**src/rtl/riscv_mt_pkg.sv**
```systemverilog
// Shared types and helpers for the 4-thread fine-grained multithreaded core.
package riscv_mt_pkg;

   localparam int NUM_THREADS = 4;
   localparam int TID_W       = $clog2(NUM_THREADS);

   typedef enum logic [1:0] {
      TS_IDLE    = 2'b00,
      TS_RUN     = 2'b01,
      TS_BLOCKED = 2'b10
   } thread_state_e;

   // One-hot of the first set mask bit strictly after i_last, wrapping around.
   function automatic logic [NUM_THREADS-1:0] rr_pick(
      input logic [NUM_THREADS-1:0] i_mask,
      input logic [TID_W-1:0]       i_last
   );
      logic [NUM_THREADS-1:0] w_onehot;
      logic                   w_found;
      logic [TID_W-1:0]       w_idx;
      w_onehot = '0;
      w_found  = 1'b0;
      for (int k = 1; k <= NUM_THREADS; k++) begin
         w_idx = TID_W'((int'(i_last) + k) % NUM_THREADS);
         if (!w_found && i_mask[w_idx]) begin
            w_onehot[w_idx] = 1'b1;
            w_found         = 1'b1;
         end
      end
      return w_onehot;
   endfunction

endpackage

```
**src/rtl/thread_ctx.sv**
```systemverilog
// Per-thread lifecycle FSM (idle/run/blocked) plus re-issue cooldown counter.
module thread_ctx
   import riscv_mt_pkg::*;
#(
   parameter int MIN_GAP = 3
) (
   input  logic       clk,
   input  logic       reset_n,
   input  logic       i_start,
   input  logic       i_halt,
   input  logic       i_block,
   input  logic       i_wake,
   input  logic       i_issued,
   input  logic       i_advance,
   output logic [1:0] o_state,
   output logic       o_eligible
);

   thread_state_e r_state;
   thread_state_e w_state_nxt;
   logic          w_cd_zero;

   always_ff @(posedge clk or negedge reset_n) begin
      if (!reset_n) r_state <= TS_IDLE;
      else          r_state <= w_state_nxt;
   end

   // Priority halt > start > wake > block; start outside IDLE falls through.
   always_comb begin
      w_state_nxt = r_state;
      if (i_halt)
         w_state_nxt = TS_IDLE;
      else if (i_start && (r_state == TS_IDLE))
         w_state_nxt = TS_RUN;
      else if ((r_state == TS_BLOCKED) && i_wake)
         w_state_nxt = TS_RUN;
      else if ((r_state == TS_RUN) && i_block && !i_wake)
         w_state_nxt = TS_BLOCKED;
   end

   generate
      if (MIN_GAP > 0) begin : g_cooldown
         localparam int CW = $clog2(MIN_GAP + 1);
         logic [CW-1:0] r_cd;

         always_ff @(posedge clk or negedge reset_n) begin
            if (!reset_n)
               r_cd <= '0;
            else if (i_advance) begin
               if (i_issued)           r_cd <= CW'(MIN_GAP);
               else if (r_cd != '0)    r_cd <= r_cd - 1'b1;
            end
         end

         assign w_cd_zero = (r_cd == '0);
      end else begin : g_no_cooldown
         assign w_cd_zero = 1'b1;
      end
   endgenerate

   assign o_state    = r_state;
   assign o_eligible = (r_state == TS_RUN) && !i_block && !i_halt && w_cd_zero;

endmodule

```
**src/rtl/thread_scheduler.sv**
```systemverilog
// Round-robin issue scheduler with tag delay line feeding ID and WB bank selects.
module thread_scheduler
   import riscv_mt_pkg::*;
#(
   parameter int MIN_GAP = 3,
   parameter int ID_LAT  = 1,
   parameter int WB_LAT  = 4
) (
   input  logic                     clk,
   input  logic                     reset_n,
   input  logic                     stall,
   input  logic [NUM_THREADS-1:0]   thread_start,
   input  logic [NUM_THREADS-1:0]   thread_halt,
   input  logic [NUM_THREADS-1:0]   thread_block,
   input  logic [NUM_THREADS-1:0]   thread_wake,
   output logic                     issue_valid,
   output logic [NUM_THREADS-1:0]   thread_sel_IF,
   output logic [NUM_THREADS-1:0]   thread_sel_ID,
   output logic [NUM_THREADS-1:0]   thread_sel_WB,
   output logic [2*NUM_THREADS-1:0] thread_state
);

   logic                   w_advance;
   logic [NUM_THREADS-1:0] w_elig;
   logic [NUM_THREADS-1:0] w_pick;
   logic [TID_W-1:0]       w_win_idx;

   logic                   r_valid;
   logic [NUM_THREADS-1:0] r_sel_if;
   logic [TID_W-1:0]       r_last;
   logic [NUM_THREADS-1:0] r_dly [WB_LAT];

   assign w_advance = !stall;

   generate
      for (genvar i = 0; i < NUM_THREADS; i++) begin : g_ctx
         thread_ctx #(
            .MIN_GAP (MIN_GAP)
         ) u_ctx (
            .clk        (clk),
            .reset_n    (reset_n),
            .i_start    (thread_start[i]),
            .i_halt     (thread_halt[i]),
            .i_block    (thread_block[i]),
            .i_wake     (thread_wake[i]),
            .i_issued   (w_pick[i]),
            .i_advance  (w_advance),
            .o_state    (thread_state[2*i +: 2]),
            .o_eligible (w_elig[i])
         );
      end
   endgenerate

   assign w_pick = rr_pick(w_elig, r_last);

   always_comb begin
      w_win_idx = r_last;
      for (int i = 0; i < NUM_THREADS; i++) begin
         if (w_pick[i]) w_win_idx = TID_W'(i);
      end
   end

   // Issue register, pointer and delay line all freeze together under stall.
   always_ff @(posedge clk or negedge reset_n) begin
      if (!reset_n) begin
         r_valid  <= 1'b0;
         r_sel_if <= '0;
         r_last   <= TID_W'(NUM_THREADS - 1);
         for (int k = 0; k < WB_LAT; k++) r_dly[k] <= '0;
      end else if (w_advance) begin
         r_valid  <= |w_pick;
         r_sel_if <= w_pick;
         if (|w_pick) r_last <= w_win_idx;
         r_dly[0] <= r_sel_if;
         for (int k = 1; k < WB_LAT; k++) r_dly[k] <= r_dly[k-1];
      end
   end

   generate
      if (ID_LAT == 0) begin : g_id_direct
         assign thread_sel_ID = r_sel_if;
      end else begin : g_id_tap
         assign thread_sel_ID = r_dly[ID_LAT-1];
      end
   endgenerate

   assign issue_valid   = r_valid;
   assign thread_sel_IF = r_sel_if;
   assign thread_sel_WB = r_dly[WB_LAT-1];

endmodule

```
**config.mk**
```make
export PLATFORM = sky130hd
export DESIGN_NAME = thread_scheduler
export DESIGN_NICKNAME = d
export VERILOG_FILES = /design/src/rtl/riscv_mt_pkg.sv /design/src/rtl/thread_ctx.sv /design/src/rtl/thread_scheduler.sv
export SDC_FILE = /design/constraint.sdc
export NUM_CORES = 1
export LEC_CHECK = 0
export ABC_AREA = 0
export CORE_ASPECT_RATIO = 1.5
export CORE_MARGIN = 1
export CORE_UTILIZATION = 57
export DETAILED_ROUTE_END_ITERATION = 8
export PLACE_DENSITY = 0.84
export SLEW_MARGIN = 20
export SYNTH_ARGS = -nofsm -noshare
export SYNTH_HDL_FRONTEND = slang
export SYNTH_SLANG_ARGS = --single-unit
```
**constraint.sdc**
```tcl
create_clock -name clk -period 5 [get_ports clk]
set_clock_uncertainty 0.2 [all_clocks]
set_input_delay 1 -clock clk [delete_from_list [all_inputs] [get_ports clk]]
set_output_delay 1 -clock clk [all_outputs]
set_load 0.05 [all_outputs]
```
==> run summary, run 1 <==
CLOCK NETWORK
----------------------------------------------------------------------------------------
Clock Tree Root ........................................................... sky130_fd_sc_hd__clkbuf_8
Post-CTS setup buffer count ...............................................            0
Clock Sink Count ..........................................................           39
PostCTS Resize Cnt ........................................................            0
CTS Hold Buffers Added ....................................................            0
Register clock-pin slew on the reported worst setup and hold paths ........        70 ps
TritonCTS buffer count ....................................................            5
Clock tree from TritonCTS .................................................          yes
Number of H-tree branching levels .........................................            2
Insertion delay to the later sink of the worst-skew pair ..................       290 ps
Max Buffers Root-to-Sink ..................................................            2

SETUP PATH
----------------------------------------------------------------------------------------
Crit path capture type ....................................................     register
Crit path arrival time ....................................................      3680 ps
Ordered cell list for the critical path ................................... clkdlybuf4s50_1 -> nand2b_1 -> nor2_1 -> mux4_2 -> or4_4 -> o2111ai_1 -> nor3_1 -> a22oi_1
Crit path from ............................................................ thread_halt[1]
Number of gates on the worst path with buffers counted ....................            8
Type of the worst setup path .............................................. primary input to register
R2R depth .................................................................            7
CP bufs+invs ..............................................................            1
Largest fanout on the critical path .......................................            9
R2R setup slack ...........................................................      1490 ps
Slowest cell delay on critical path .......................................       620 ps
Endpoint of the most critical setup path .................................. g_ctx[2].u_ctx.g_cooldown.r_cd[1]
Required time worst endpoint ..............................................      5010 ps
Category of cells accounting for the largest share of critical-path delay . simple AND/OR/NAND/NOR gates
Worst flop-to-flop path endpoint .......................................... g_ctx[2].u_ctx.g_cooldown.r_cd[1]
Standard cell with the maximum stage delay on the critical path ........... sky130_fd_sc_hd__or4_4
CP Launch Type ............................................................ primary input
Beginning of the worst register-to-register path ..........................    r_last[0]

ROUTE
----------------------------------------------------------------------------------------
Drt total wl ..............................................................      4672 um
Number of antenna-violating nets in the routed design .....................            0
First DRT Iteration DRCs ..................................................           70
Vias per Instance .........................................................        5.914
First-pass DRT Iterations .................................................            6
Routed WL per cell ........................................................     15.42 um
DR vias ...................................................................         1792
Residual DRC count ........................................................            0

STA
----------------------------------------------------------------------------------------
Portion of the clock cycle consumed by the worst path in the final layout .       73.39%
Period minus WS final .....................................................      3670 ps
Setup TNS .................................................................         0 ps
Number of hold violations in the final report .............................            0
Final setup violation count ...............................................            0
Headroom to the max-slew limit ............................................       43.69%
Worst hold slack ..........................................................     309.1 ps
Worst-Margin Slew .........................................................     844.7 ps
Highest clock rate ........................................................    272.5 MHz
RSZ-0062 raised after global routing ......................................           no
Count of final max-slew check failures ....................................            0

DIE
----------------------------------------------------------------------------------------
X dimension of the die ....................................................     54.13 um
Standard-cell rows ........................................................           28
Core area .................................................................     3924 um2
Die Area ..................................................................     4341 um2
Number of placed I/O pins .................................................           40
Die Height ................................................................     80.20 um
Starting Density ..........................................................       59.22%

GLOBAL ROUTING
----------------------------------------------------------------------------------------
Wire length of the first global-routing pass ..............................      7576 um
Overall global routing resource usage .....................................       24.01%
Maximum number of pins on one net before global-route repair ..............           40
Antenna violations before repair ..........................................            0
Via count of the first global-routing pass ................................         1738
Leftover overflow at the end of global routing ............................            0

LAYOUT
----------------------------------------------------------------------------------------
Proportion of layout cells with a drive suffix above 1 ....................       16.67%
Antenna fix cells .........................................................            0
Synthesis-to-layout area growth ...........................................       20.89%
Post-layout nets ..........................................................          288

POWER AND IR DROP
----------------------------------------------------------------------------------------
Static Leak ...............................................................     1.220 nW
Power density normalized to cell area ..................................... 497.8 nW/um2
Max VDD drop ..............................................................  0.0003740 V

SYNTH
----------------------------------------------------------------------------------------
Post-synthesis area per instance ..........................................    10.42 um2
Post-synthesis sequential area ratio ......................................       42.11%
Yosys top cell area share .................................................       39.85%
Number of warnings reported in the yosys synthesis log ....................            0
Leading register cell type out of synthesis ............................... sky130_fd_sc_hd__dfrtp_1
Fraction of synthesis flops using an asynchronous set or reset pin ........       100.0%
Post-synth EDFFs ..........................................................            0
Top cells by area in the synthesized netlist .............................. sky130_fd_sc_hd__dfrtp_1 (40%), sky130_fd_sc_hd__mux2_2 (11%), sky130_fd_sc_hd__ha_1 (6.5%), sky130_fd_sc_hd__inv_1 (3.1%), sky130_fd_sc_hd__mux4_2 (2.9%)
Distinct cell type count after synthesis ..................................           39
Summed instance area of the synthesized netlist ...........................     2323 um2
Total of flip-flops plus latches after synthesis ..........................           39
Library cell occupying the most area in the post-synthesis netlist ........ sky130_fd_sc_hd__dfrtp_1
Number of nets produced by synthesis ......................................          254
Synthesized instance count ................................................          223

PLACE
----------------------------------------------------------------------------------------
PortBufs ..................................................................           39
Final HPWL DP .............................................................      3360 um
Routability Congestion ....................................................       0.9555

HOLD PATH
----------------------------------------------------------------------------------------
Hold Path Class ........................................................... register to register
Count of cells along the worst hold path ..................................            1

JOB
----------------------------------------------------------------------------------------
Max Cap Violations ........................................................            0

OUTCOME
----------------------------------------------------------------------------------------
Result of the run ......................................................... finished, final reports clean

==> cells by family after synthesis <==
logic type      share of synthesized area [%]
fa+ha+maj                               6.462
simple gates                            16.05
buf+inv                                 6.570
mux                                     15.78
flops                                   42.11
compound gates                          13.03
==> final cells by class <==
class | instances | area (um2)
clock buffer | 6 | 82.58
clock inverter | 2 | 35.03
fill | 301 | 1115
inverter | 19 | 71.32
multi-input combinational | 152 | 1192
sequential | 39 | 978.4
tap | 45 | 56.30
timing repair buffer | 40 | 392.9
==> cell usage in the layout (no fill, tap or decap), types with 3 or more instances in the layout <==
cell	synthesis	final
sky130_fd_sc_hd__clkdlybuf4s50_1	0	38
sky130_fd_sc_hd__dfrtp_1	37	37
sky130_fd_sc_hd__mux2_2	23	23
sky130_fd_sc_hd__inv_1	19	19
sky130_fd_sc_hd__nor2_1	17	17
sky130_fd_sc_hd__nor3_1	13	13
sky130_fd_sc_hd__nand2_1	12	12
sky130_fd_sc_hd__ha_1	12	12
sky130_fd_sc_hd__o21ai_0	9	9
sky130_fd_sc_hd__a21oi_1	8	8
sky130_fd_sc_hd__clkbuf_8	0	6
sky130_fd_sc_hd__nor2b_1	5	5
sky130_fd_sc_hd__nand2b_1	4	4
sky130_fd_sc_hd__nor3b_1	4	4
sky130_fd_sc_hd__nand4b_1	4	4
sky130_fd_sc_hd__a22oi_1	4	4
sky130_fd_sc_hd__mux2i_1	4	4
sky130_fd_sc_hd__or3b_1	3	3
sky130_fd_sc_hd__mux4_2	3	3
sky130_fd_sc_hd__o2111ai_1	3	3
sky130_fd_sc_hd__o2111ai_2	3	3
sky130_fd_sc_hd__o21ai_1	3	3
==> flip-flops by register name, indices dropped and copies added (netlist names) <==
signal / cells
g_ctx.u_ctx.g_cooldown.r_cd: 8
g_ctx.u_ctx.o_state: 8
r_dly: 8
thread_sel_ID: 4
thread_sel_IF: 4
thread_sel_WB: 4
r_last: 2
issue_valid: 1
==> Yosys cell counts (2+ instances only) <==
master                      number
sky130_fd_sc_hd__a2111oi_0       2
sky130_fd_sc_hd__a211oi_1        2
sky130_fd_sc_hd__a21oi_1         8
sky130_fd_sc_hd__a22oi_1         4
sky130_fd_sc_hd__buf_2           2
sky130_fd_sc_hd__buf_4           8
sky130_fd_sc_hd__clkbuf_1        3
sky130_fd_sc_hd__dfrtp_1        37
sky130_fd_sc_hd__dfstp_2         2
sky130_fd_sc_hd__ha_1           12
sky130_fd_sc_hd__inv_1          19
sky130_fd_sc_hd__mux2_2         23
sky130_fd_sc_hd__mux2i_1         4
sky130_fd_sc_hd__mux4_2          3
sky130_fd_sc_hd__nand2_1        12
sky130_fd_sc_hd__nand2b_1        4
sky130_fd_sc_hd__nand4b_1        4
sky130_fd_sc_hd__nor2_1         17
sky130_fd_sc_hd__nor2b_1         5
sky130_fd_sc_hd__nor3_1         13
sky130_fd_sc_hd__nor3b_1         4
sky130_fd_sc_hd__o2111ai_1       3
sky130_fd_sc_hd__o2111ai_2       3
sky130_fd_sc_hd__o21ai_0         9
sky130_fd_sc_hd__o21ai_1         3
sky130_fd_sc_hd__o2bb2ai_1       2
sky130_fd_sc_hd__or3b_1          3
==> metrics by stage <==
stage          setup WS [ps]  util (%)  cell area [um2]  std cells  power, mW
2_1_floorplan           1800         -             2323        223     0.9740
3_3_place_gp            1063     68.59             2691        295      1.105
3_5_place_dp            1048     68.59             2691        295      1.124
4_1_cts                 1330     71.59             2809        303      1.409
5_1_grt                 1201     71.59             2809        303      1.481
6_report                1330     71.59             2809        303      1.398
==> metal layers <==
metal | part of all wire, % | global-route usage [%]
met2 | 52 | 40.49
met4 | 1.8 | 11.03
met1 | 43 | 28.57
met5 | 0 | 0
met3 | 2.9 | 3.977
==> how the worst min path moves through the flow <==
stage	start	end	slack, ps
after floorplan	r_dly[10]	r_dly[6]	270
after global routing	r_dly[11]	r_dly[7]	330
after CTS	r_dly[7]	r_dly[7]	310
final	r_dly[7]	r_dly[7]	310
after global placement	r_dly[10]	r_dly[10]	290
after detailed placement	thread_sel_WB[2]	thread_sel_WB[2]	290
==> power by group <==
group / leakage (nW) / internal (mW) / switching, mW
registers: 0.503 / 0.422 / 0.0799
logic: 0.656 / 0.258 / 0.366
clock network: 0.0612 / 0.161 / 0.111
Note: power is estimated with default switching activity, not from simulation.
==> run 2, diff against run 1 <==
--- a/config.mk
+++ b/config.mk
@@ -8,9 +8,9 @@
 export ABC_AREA = 0
 export CORE_ASPECT_RATIO = 1.5
 export CORE_MARGIN = 1
-export CORE_UTILIZATION = 57
+export CORE_UTILIZATION = 48
 export DETAILED_ROUTE_END_ITERATION = 8
-export PLACE_DENSITY = 0.84
+export PLACE_DENSITY = 0.75
 export SLEW_MARGIN = 20
 export SYNTH_ARGS = -nofsm -noshare
 export SYNTH_HDL_FRONTEND = slang
==> constraint.sdc (replaced) <==
create_clock -name clk -period 3.1 [get_ports clk]
set_clock_uncertainty 0.2 [all_clocks]
set_input_delay 0.62 -clock clk [delete_from_list [all_inputs] [get_ports clk]]
set_output_delay 0.62 -clock clk [all_outputs]
set_load 0.05 [all_outputs]
==> run 2 against run 1 <==
Final area up 9.7%. Largest power group unchanged. Count of clock-buffer cells in the layout down 1. Sequential share of layout area down 3.1 points. Largest cell class unchanged. First-iteration DRC count up 40%. Non-clock buffer count up 21. Clock power up 25%. Power up 64%. Highest routed layer unchanged. Critical endpoint unchanged. Global-route usage down 3.5 points.
==> run summary, run 2 (same netlist as run 1, synthesis figures left out) <==
POWER AND IR DROP
----------------------------------------------------------------------------------------
Power density normalized to cell area ..................................... 744.3 nW/um2   was 497.8 nW/um2
Max VDD drop ..............................................................  0.0005954 V   was 0.0003740 V
Static Leak ...............................................................     1.367 nW   was 1.220 nW

DIE
----------------------------------------------------------------------------------------
Die Area ..................................................................     5128 um2   was 4341 um2
Die Height ................................................................     87.21 um   was 80.20 um
Standard-cell rows ........................................................           30   was 28
Core area .................................................................     4579 um2   was 3924 um2
Number of placed I/O pins .................................................           40   unchanged
X dimension of the die ....................................................     58.81 um   was 54.13 um
Starting Density ..........................................................       50.74%   was 59.22%

GLOBAL ROUTING
----------------------------------------------------------------------------------------
Overall global routing resource usage .....................................       20.51%   was 24.01%
Maximum number of pins on one net before global-route repair ..............           40   unchanged
Wire length of the first global-routing pass ..............................      8114 um   was 7576 um
Antenna violations before repair ..........................................            0   unchanged
Leftover overflow at the end of global routing ............................            0   unchanged
Via count of the first global-routing pass ................................         1901   was 1738

SETUP PATH
----------------------------------------------------------------------------------------
Crit path capture type ....................................................     register   unchanged
Slowest cell delay on critical path .......................................       630 ps   was 620 ps
Crit path arrival time ....................................................      3020 ps   was 3680 ps
R2R depth .................................................................            7   unchanged
Crit path from ............................................................ thread_block[3]   was thread_halt[1]
CP bufs+invs ..............................................................            1   unchanged
Required time worst endpoint ..............................................      3110 ps   was 5010 ps
R2R setup slack ...........................................................       220 ps   was 1490 ps
Standard cell with the maximum stage delay on the critical path ........... sky130_fd_sc_hd__or4_4   unchanged
Largest fanout on the critical path .......................................            5   was 9
Type of the worst setup path .............................................. primary input to register   unchanged
Beginning of the worst register-to-register path ..........................    r_last[0]   unchanged
Endpoint of the most critical setup path .................................. g_ctx[2].u_ctx.g_cooldown.r_cd[1]   unchanged
CP Launch Type ............................................................ primary input   unchanged
Worst flop-to-flop path endpoint .......................................... g_ctx[2].u_ctx.g_cooldown.r_cd[1]   unchanged
Category of cells accounting for the largest share of critical-path delay . simple AND/OR/NAND/NOR gates   unchanged
Ordered cell list for the critical path ................................... clkdlybuf4s50_1 -> or3b_4 -> nor2_1 -> mux4_2 -> or4_4 -> o2111a_1 -> a21o_1 -> a22oi_1   was clkdlybuf4s50_1 -> nand2b_1 -> nor2_1 -> mux4_2 -> or4_4 -> o2111ai_1 -> nor3_1 -> a22oi_1
Number of gates on the worst path with buffers counted ....................            8   unchanged

STA
----------------------------------------------------------------------------------------
Final setup violation count ...............................................            0   unchanged
Period minus WS final .....................................................      3014 ps
Count of final max-slew check failures ....................................            0   unchanged
Portion of the clock cycle consumed by the worst path in the final layout .       97.23%
Worst hold slack ..........................................................     237.5 ps   was 309.1 ps
Headroom to the max-slew limit ............................................       43.11%   was 43.69%
Highest clock rate ........................................................    331.8 MHz
Number of hold violations in the final report .............................            0   unchanged
Final worst setup slack ...................................................     85.77 ps   was 1330 ps
Worst-Margin Slew .........................................................     853.3 ps   was 844.7 ps

LAYOUT
----------------------------------------------------------------------------------------
Synthesis-to-layout area growth ...........................................       32.63%   was 20.89%
Cell area after layout ....................................................     3082 um2   was 2809 um2
Antenna fix cells .........................................................            0   unchanged
Most common library cell in the layout ignoring fill and taps ............. sky130_fd_sc_hd__dfrtp_1   was sky130_fd_sc_hd__clkdlybuf4s50_1
Proportion of layout cells with a drive suffix above 1 ....................       27.24%   was 16.67%
Leading cell types in the layout, fill and taps excluded .................. sky130_fd_sc_hd__dfrtp_1 (37), sky130_fd_sc_hd__clkdlybuf4s50_1 (34), sky130_fd_sc_hd__mux2_2 (23)   was sky130_fd_sc_hd__clkdlybuf4s50_1 (38), sky130_fd_sc_hd__dfrtp_1 (37), sky130_fd_sc_hd__mux2_2 (23)
Post-layout nets ..........................................................          309   was 288

CLOCK NETWORK
----------------------------------------------------------------------------------------
Max Buffers Root-to-Sink ..................................................            2   unchanged
Insertion delay to the later sink of the worst-skew pair ..................       290 ps   about the same
Register clock-pin slew on the reported worst setup and hold paths ........        80 ps   was 70 ps
Clock Sink Count ..........................................................           39   unchanged
Number of H-tree branching levels .........................................            2   unchanged
Clock tree from TritonCTS .................................................          yes   unchanged
Post-CTS setup buffer count ...............................................            0   unchanged
CTS Hold Buffers Added ....................................................            0   unchanged
Clock Tree Root ........................................................... sky130_fd_sc_hd__clkbuf_8   unchanged
TritonCTS buffer count ....................................................            5   unchanged

HOLD PATH
----------------------------------------------------------------------------------------
Hold Path Class ........................................................... primary input to async pin   was register to register

ROUTE
----------------------------------------------------------------------------------------
Residual DRC count ........................................................            0   unchanged
Drt total wl ..............................................................      4869 um   was 4672 um
Vias per Instance .........................................................        5.414   was 5.914
DR vias ...................................................................         1857   was 1792
Number of antenna-violating nets in the routed design .....................            0   unchanged
First DRT Iteration DRCs ..................................................           98   was 70
First-pass DRT Iterations .................................................            5   was 6
Routed WL per cell ........................................................     14.20 um   was 15.42 um

PLACE
----------------------------------------------------------------------------------------
Routability Congestion ....................................................       0.8996   was 0.9555
PortBufs ..................................................................           39   unchanged
Cell Area, Placed .........................................................     2885 um2   was 2691 um2
Pre-CTS WS ................................................................    -401.7 ps   was 1048 ps
Final HPWL DP .............................................................      3599 um   was 3360 um

OUTCOME
----------------------------------------------------------------------------------------
Result of the run ......................................................... finished, final reports clean   unchanged

JOB
----------------------------------------------------------------------------------------
Max Cap Violations ........................................................            0   unchanged

## run 2: cell type report
cell class	count	area, um2
multi-input combinational	152	1303
inverter	19	71.32
tap	64	80.08
timing repair buffer	61	560.5
sequential	39	978.4
clock inverter	3	20.02
clock buffer	5	68.82
fill	387	1498
## run 2: repair_timing
item	CTS	global route
pin swaps	0	5
gates resized for setup	3	16
hold endpoints to repair	0	0
setup endpoints to repair	11	13
## run 2: how the worst min path moves through the flow
stage,start,to,slack [ps],cells after the start
5_1_grt,reset_n,r_dly[5],300,1
2_1_floorplan,reset_n,g_ctx[0].u_ctx.g_cooldown.r_cd[0],120,0
6_report,reset_n,thread_sel_WB[2],240,1
3_5_place_dp,r_dly[9],r_dly[9],290,1
4_1_cts,reset_n,thread_sel_WB[2],260,1
3_3_place_gp,r_dly[11],r_dly[7],280,1
## run 2: per-stage QoR
step	power (mW)	cells	utilization, %	setup TNS [ps]
CTS	2.269	343	65.36	0
floorplan	1.594	223	-	0
finish	2.294	343	67.30	0
global route	2.452	343	67.30	-3.189
global placement	1.888	335	63.01	-3685
detailed placement	1.911	335	63.01	-4822
## run 2: routing by layer
layer / GRT usage [%] / wire length (um) / up-vias / part of all wire, %
li1: - / - / 912 / -
met1: 24.83 / 2086 / 909 / 43
met2: 35.74 / 2610 / 29 / 54
met3: 3.418 / 100 / 7 / 2.1
met4: 7.792 / 70 / 0 / 1.4
met5: 0 / 0 / - / 0
## run 2: where the power goes
| part | switching (mW) | internal (mW) |
|---|---|---|
| Sequential | 0.0843 | 0.678 |
| Clock | 0.183 | 0.157 |
| Combinational | 0.681 | 0.511 |
